**src/rtl/aes_sub_bytes_iter.sv**
```systemverilog
`default_nettype none
// ============================================================================
// Module   : aes_sub_bytes_iter
// Function : Iterative AES SubBytes on a 128-bit state, LANES lookups/cycle.
//            Define AES_SUB_BYTES_INV_EN to add the inv port (InvSubBytes).
// Revision : 1.0 - initial release
// ============================================================================
module aes_sub_bytes_iter #(
    parameter int LANES = 4
) (
    input  logic         clk,
    input  logic         reset_n,
    input  logic         start,
`ifdef AES_SUB_BYTES_INV_EN
    input  logic         inv,
`endif
    input  logic [127:0] block,
    output logic         ready,
    output logic [127:0] result,
    output logic         result_valid
);

    localparam int c_n     = 16 / LANES;
    localparam int c_cnt_w = (c_n > 1) ? $clog2(c_n) : 1;
    localparam logic [c_cnt_w-1:0] c_last_grp = c_cnt_w'(c_n - 1);

    localparam logic [1:0] c_st_idle = 2'd0;
    localparam logic [1:0] c_st_busy = 2'd1;
    localparam logic [1:0] c_st_done = 2'd2;

    // Table row-major: entry x sits at bit offset 8*(255-x).
    localparam logic [2047:0] c_sbox_fwd = {
        128'h637c777bf26b6fc53001672bfed7ab76,
        128'hca82c97dfa5947f0add4a2af9ca472c0,
        128'hb7fd9326363ff7cc34a5e5f171d83115,
        128'h04c723c31896059a071280e2eb27b275,
        128'h09832c1a1b6e5aa0523bd6b329e32f84,
        128'h53d100ed20fcb15b6acbbe394a4c58cf,
        128'hd0efaafb434d338545f9027f503c9fa8,
        128'h51a3408f929d38f5bcb6da2110fff3d2,
        128'hcd0c13ec5f974417c4a77e3d645d1973,
        128'h60814fdc222a908846eeb814de5e0bdb,
        128'he0323a0a4906245cc2d3ac629195e479,
        128'he7c8376d8dd54ea96c56f4ea657aae08,
        128'hba78252e1ca6b4c6e8dd741f4bbd8b8a,
        128'h703eb5664803f60e613557b986c11d9e,
        128'he1f8981169d98e949b1e87e9ce5528df,
        128'h8ca1890dbfe6426841992d0fb054bb16
    };

    function automatic logic [7:0] sbox_fwd(input logic [7:0] x);
        return c_sbox_fwd[{~x, 3'b000} +: 8];
    endfunction

`ifdef AES_SUB_BYTES_INV_EN
    localparam logic [2047:0] c_sbox_inv = {
        128'h52096ad53036a538bf40a39e81f3d7fb,
        128'h7ce339829b2fff87348e4344c4dee9cb,
        128'h547b9432a6c2233dee4c950b42fac34e,
        128'h082ea16628d924b2765ba2496d8bd125,
        128'h72f8f66486689816d4a45ccc5d65b692,
        128'h6c704850fdedb9da5e154657a78d9d84,
        128'h90d8ab008cbcd30af7e45805b8b34506,
        128'hd02c1e8fca3f0f02c1afbd0301138a6b,
        128'h3a9111414f67dcea97f2cfcef0b4e673,
        128'h96ac7422e7ad3585e2f937e81c75df6e,
        128'h47f11a711d29c5896fb7620eaa18be1b,
        128'hfc563e4bc6d279209adbc0fe78cd5af4,
        128'h1fdda8338807c731b11210592780ec5f,
        128'h60517fa919b54a0d2de57a9f93c99cef,
        128'ha0e03b4dae2af5b0c8ebbb3c83539961,
        128'h172b047eba77d626e169146355210c7d
    };

    function automatic logic [7:0] sbox_inv(input logic [7:0] x);
        return c_sbox_inv[{~x, 3'b000} +: 8];
    endfunction

    logic r_inv;
`endif

    logic [1:0]         r_state;
    logic [1:0]         w_state_nxt;
    logic [c_cnt_w-1:0] r_cnt;
    logic [127:0]       r_data;
    logic [127:0]       w_next_data;
    logic               w_accept;
    logic               w_last;
    logic [4:0]         w_base;
    logic [6:0]         w_off [LANES];
    logic [7:0]         w_sub [LANES];

    assign w_accept = start && ((r_state == c_st_idle) || (r_state == c_st_done));
    assign w_last   = (r_cnt == c_last_grp);
    assign w_base   = 5'(r_cnt) * 5'(LANES);

    // Byte k of the state lives at bits [127-8k -: 8].
    for (genvar l = 0; l < LANES; l++) begin : g_lane
        assign w_off[l] = 7'(8 * (15 - int'(w_base) - l));
`ifdef AES_SUB_BYTES_INV_EN
        assign w_sub[l] = r_inv ? sbox_inv(r_data[w_off[l] +: 8])
                                : sbox_fwd(r_data[w_off[l] +: 8]);
`else
        assign w_sub[l] = sbox_fwd(r_data[w_off[l] +: 8]);
`endif
    end

    always_comb begin
        w_next_data = r_data;
        for (int i = 0; i < LANES; i++) begin
            w_next_data[w_off[i] +: 8] = w_sub[i];
        end
    end

    always_ff @(posedge clk) begin
        if (!reset_n) begin
            r_state <= c_st_idle;
        end else begin
            r_state <= w_state_nxt;
        end
    end

    always_comb begin
        w_state_nxt = r_state;
        case (r_state)
            c_st_idle, c_st_done: if (w_accept) w_state_nxt = c_st_busy;
            c_st_busy:            if (w_last)   w_state_nxt = c_st_done;
            default:              w_state_nxt = c_st_idle;
        endcase
    end

    always_comb begin
        ready        = 1'b1;
        result_valid = 1'b0;
        case (r_state)
            c_st_busy: ready        = 1'b0;
            c_st_done: result_valid = 1'b1;
            default: ;
        endcase
    end

    // Counter holds at the last group so it can never wrap while busy.
    always_ff @(posedge clk) begin
        if (!reset_n) begin
            r_data <= '0;
            r_cnt  <= '0;
        end else if (w_accept) begin
            r_data <= block;
            r_cnt  <= '0;
        end else if (r_state == c_st_busy) begin
            r_data <= w_next_data;
            if (!w_last) r_cnt <= r_cnt + 1'b1;
        end
    end

`ifdef AES_SUB_BYTES_INV_EN
    always_ff @(posedge clk) begin
        if (!reset_n) begin
            r_inv <= 1'b0;
        end else if (w_accept) begin
            r_inv <= inv;
        end
    end
`endif

    assign result = r_data;

endmodule
`default_nettype wire

```
**config.mk**
```make
export PLATFORM = sky130hd
export DESIGN_NAME = aes_sub_bytes_iter
export DESIGN_NICKNAME = d
export VERILOG_FILES = /design/src/rtl/aes_sub_bytes_iter.sv
export SDC_FILE = /design/constraint.sdc
export NUM_CORES = 1
export LEC_CHECK = 0
export ABC_AREA = 1
export BUFFER_PORTS_ARGS = -buffer_cell sky130_fd_sc_hd__buf_2
export CAP_MARGIN = 20
export CORE_ASPECT_RATIO = 0.5
export CORE_UTILIZATION = 35
export DETAILED_ROUTE_END_ITERATION = 16
export PLACE_DENSITY_LB_ADDON = 0.05
export SETUP_SLACK_MARGIN = 0.02
export SYNTH_ARGS = -nofsm -noshare
export SYNTH_HDL_FRONTEND = slang
export SYNTH_SLANG_ARGS = --single-unit
export TNS_END_PERCENT = 100
```
**constraint.sdc**
```tcl
create_clock -name clk -period 4 [get_ports clk]
set_input_delay 0.8 -clock clk [delete_from_list [all_inputs] [get_ports clk]]
set_output_delay 0.8 -clock clk [all_outputs]
set_load 0.1 [all_outputs]
```
==> key figures <==
Run status
  • Status: complete, no violations

Setup path
  • Crit path required time: 4.36 ns
  • Reg2reg setup slack: 0.24 ns
  • Critical-path maximum fanout: 101
  • Crit end category: flip-flop
  • Critical path's slowest cell: ha_1
  • CP most frequent cell: nand2_1
  • Critical Path, Cell by Cell: buf_12 -> nand2_1 -> nand3_1 -> nand2_2 -> ha_1 -> nor2_1 -> inv_1 -> nand2_1 -> inv_1 -> nand2_1 -> nand2_1 -> nand2_1 -> nand2_1 -> nand2_1 -> nand2_1 -> nand3_1 -> nand4_1 -> a21oi_1
  • Max incr delay on CP: 0.44 ns
  • Worst EP arrival: 4.12 ns
  • Worst r2r path cells: 18
  • Crit path kind: flip-flop to flip-flop
  • Startpoint Class: flip-flop

Synthesis
  • Number of enable flip-flop cells after synthesis: 0
  • Mux share of post-synthesis cell area: 0
  • Synth warn: 0
  • Asr flop ratio synth: 0
  • Post-synthesis simple-gate area fraction: 0.542
  • Post-synth top cells: nand2_1, nand3_1, inv_1
  • Syn Inst Count: 3578
  • Adder-cell share of the synthesized area: 0.0358
  • XOR/XNOR Fraction of Synth Area: 0
  • Top-count cell post-synth: nand2_1
  • Sequential fraction of the synthesis area: 0.140
  • Yosys top cell area share: 0.228
  • Count of cell types in the netlist: 39
  • Synth Cell Area: 0.0189 mm²
  • Top FF cell, synth: dfxtp_1
  • Top cells by area, synth: nand3_1, nand2_1, dfxtp_1
  • Largest family of logic cells by synthesized area: simple AND/OR/NAND/NOR gates
  • Avg Inst Size Synth: 5.28 µm²
  • Dominant cell type by area after synthesis: nand3_1
  • Compound-Gate Fraction of Synth Area: 0.155
  • Mapped Nets: 3763
  • Yosys reg bits: 132

Drt
  • Final WL: 108 mm
  • WL/cell: 24.4 µm
  • Final ANT Viol Nets: 0
  • Iteration-0 DRC Markers: 4625
  • Drt via density: 6.19
  • Routed vias: 27500
  • Number of remaining DRC errors: 0
  • DRT Pass-1 Iters: 6

Layout
  • Register area: 0.00265 mm²
  • Post-route cell area: 0.0215 mm²
  • Share of layout cells above drive strength 1: 0.129
  • # fillers: 6150
  • Area of the multi-input gates: 0.0138 mm²
  • Nets: 3906
  • Area Overhead vs Synth: 14.2%

Place
  • Dpl cell area: 0.0209 mm²
  • Routability congestion estimate: 1.05
  • Port Buffers: 260
  • Detailed Place HPWL: 78.8 mm

Timing
  • TNS Setup: 0 ns
  • Final-report max-slew violation count: 0
  • Final clock skew: 0.0159 ns
  • Slew HR: 0.253
  • Final period util: 0.940
  • Setup violators final: 0
  • Count of final hold-check violations: 0
  • RSZ-0062 raised after global routing: false
  • Max Freq: 266 MHz
  • Worst Max-Slew Pin Slew: 1.12 ns
  • Tmin final: 3.76 ns

CTS
  • Hold buffers post-CTS: 0
  • Setup bufs post-CTS: 0
  • Clk Latency, worst-skew pair: 0.43 ns
  • Reg clk slew, reported paths: 0.06 ns
  • Clk sinks: 132
  • H-tree Lvls: 4
  • CTS tree: done
  • Clock Path Buffers: 2
  • Clock buffer count from CTS: 17
  • Post-cts sizing count: 0
  • CTS Root Cell: clkbuf_16

Floorplanning
  • Initial Util: 0.359
  • Die width: 330 µm
  • Die Ht: 166 µm
  • Core outline area: 0.0526 mm²
  • Num ports: 261
  • Die area: 0.0549 mm²
  • Row cnt: 59

Job
  • Max-Cap Viols: 0

Pwr
  • Power per standard cell area: 504 mW/mm²
  • Cell leakage power: 10.6 nW
  • Peak VDD IR: 0.311 mV

Min path
  • Hold Path Depth: 2
  • HP Class: flip-flop to flip-flop

GRT
  • First-pass GRT wire length: 160 mm
  • Initial antenna violation count: 3
  • Vias in the first global route: 24800
  • Total GRT Usage: 0.379
  • GRT overflow: 0
  • Largest net degree at the start of global routing: 102
[registers in the layout, summed over array words and instances (netlist names)]
register and flops:
result 128, r_state 2, r_cnt 2
[report_power, final]
group	switching, mW	total [mW]	internal (mW)
Combinational	5.65	7.51	1.85
Sequential	0.101	1.52	1.41
Clock	0.630	1.83	1.20
[worst max-delay path: cells and delay by family, from the launching register on]
kind,cells,cell delay (ns)
buf+inv,3,0.80
simple gates,13,1.90
compound gates,1,0.14
flops,1,0.37
fa+ha+maj,1,0.44
[worst paths after layout]
| check | end | startpoint |
|---|---|---|
| min | result[2]$_SDFFE_PN0P_ | result[2]$_SDFFE_PN0P_ |
| min reg2reg | result[2]$_SDFFE_PN0P_ | result[2]$_SDFFE_PN0P_ |
| max | result[13]$_SDFFE_PN0P_ | r_cnt[0]$_SDFFE_PP0P_ |
| max reg2reg | result[13]$_SDFFE_PN0P_ | r_cnt[0]$_SDFFE_PP0P_ |
[layout make-up]
cell class,instances,area share
clock buffers,20,0.0212
multi-input cells,2867,0.643
flip-flops and latches,132,0.123
well taps,701,0.0407
repair buffers,361,0.102
inverters,342,0.0598
diodes,1,0.000116
clock inverters,12,0.0105
[stage by stage]
| step | hold slack, ns | total power [mW] | util | setup WS, ns | cells |
|---|---|---|---|---|---|
| 3_3_place_gp | 0.507 | 8.79 | 0.396 | 0.421 | 4402 |
| 2_1_floorplan | 0.707 | 6.37 | - | 0.974 | 3578 |
| 5_1_grt | 0.544 | 11.3 | 0.409 | 0.114 | 4435 |
| 3_5_place_dp | 0.516 | 8.66 | 0.396 | 0.472 | 4403 |
| 6_report | 0.521 | 10.9 | 0.409 | 0.239 | 4436 |
| 4_1_cts | 0.525 | 10.5 | 0.409 | 0.450 | 4435 |
[logic make-up after synthesis]
family | count (synthesis)
buffers and inverters | 579
AO/OA/AOI/OAI | 496
adder cells (fa/ha/maj) | 54
flip-flops | 132
AND/OR/NAND/NOR | 2317
[per-layer routing]
| layer | routed length, µm | share of wire | vias to the layer above | GRT usage |
|---|---|---|---|---|
| met4 | 5270 | 0.049 | 2 | 0.165 |
| met5 | 11 | 0.00010 | - | 0 |
| li1 | - | - | 12300 | - |
| met3 | 13000 | 0.12 | 369 | 0.0782 |
| met1 | 43200 | 0.40 | 12700 | 0.517 |
| met2 | 46800 | 0.43 | 2061 | 0.571 |
[placed cells by master, fill, tap and decap left out, drive strengths merged]
cell	n
nand2	1134
nand3	862
buf	361
inv	340
a21oi	194
nor2	188
o21ai	173
dfxtp	132
nand4	113
o211ai	57
ha	54
a22o	35
clkbuf	20
a31oi	14
o22ai	10
a32oi	8
or2	7
nand3b	6
bufinv	6
nor3	6
clkinv	6
o21a	2
clkinvlp	2
diode	1
o2111ai	1
a21boi	1
nor4	1
a211oi	1
Note: power is estimated with default switching activity, not from simulation.
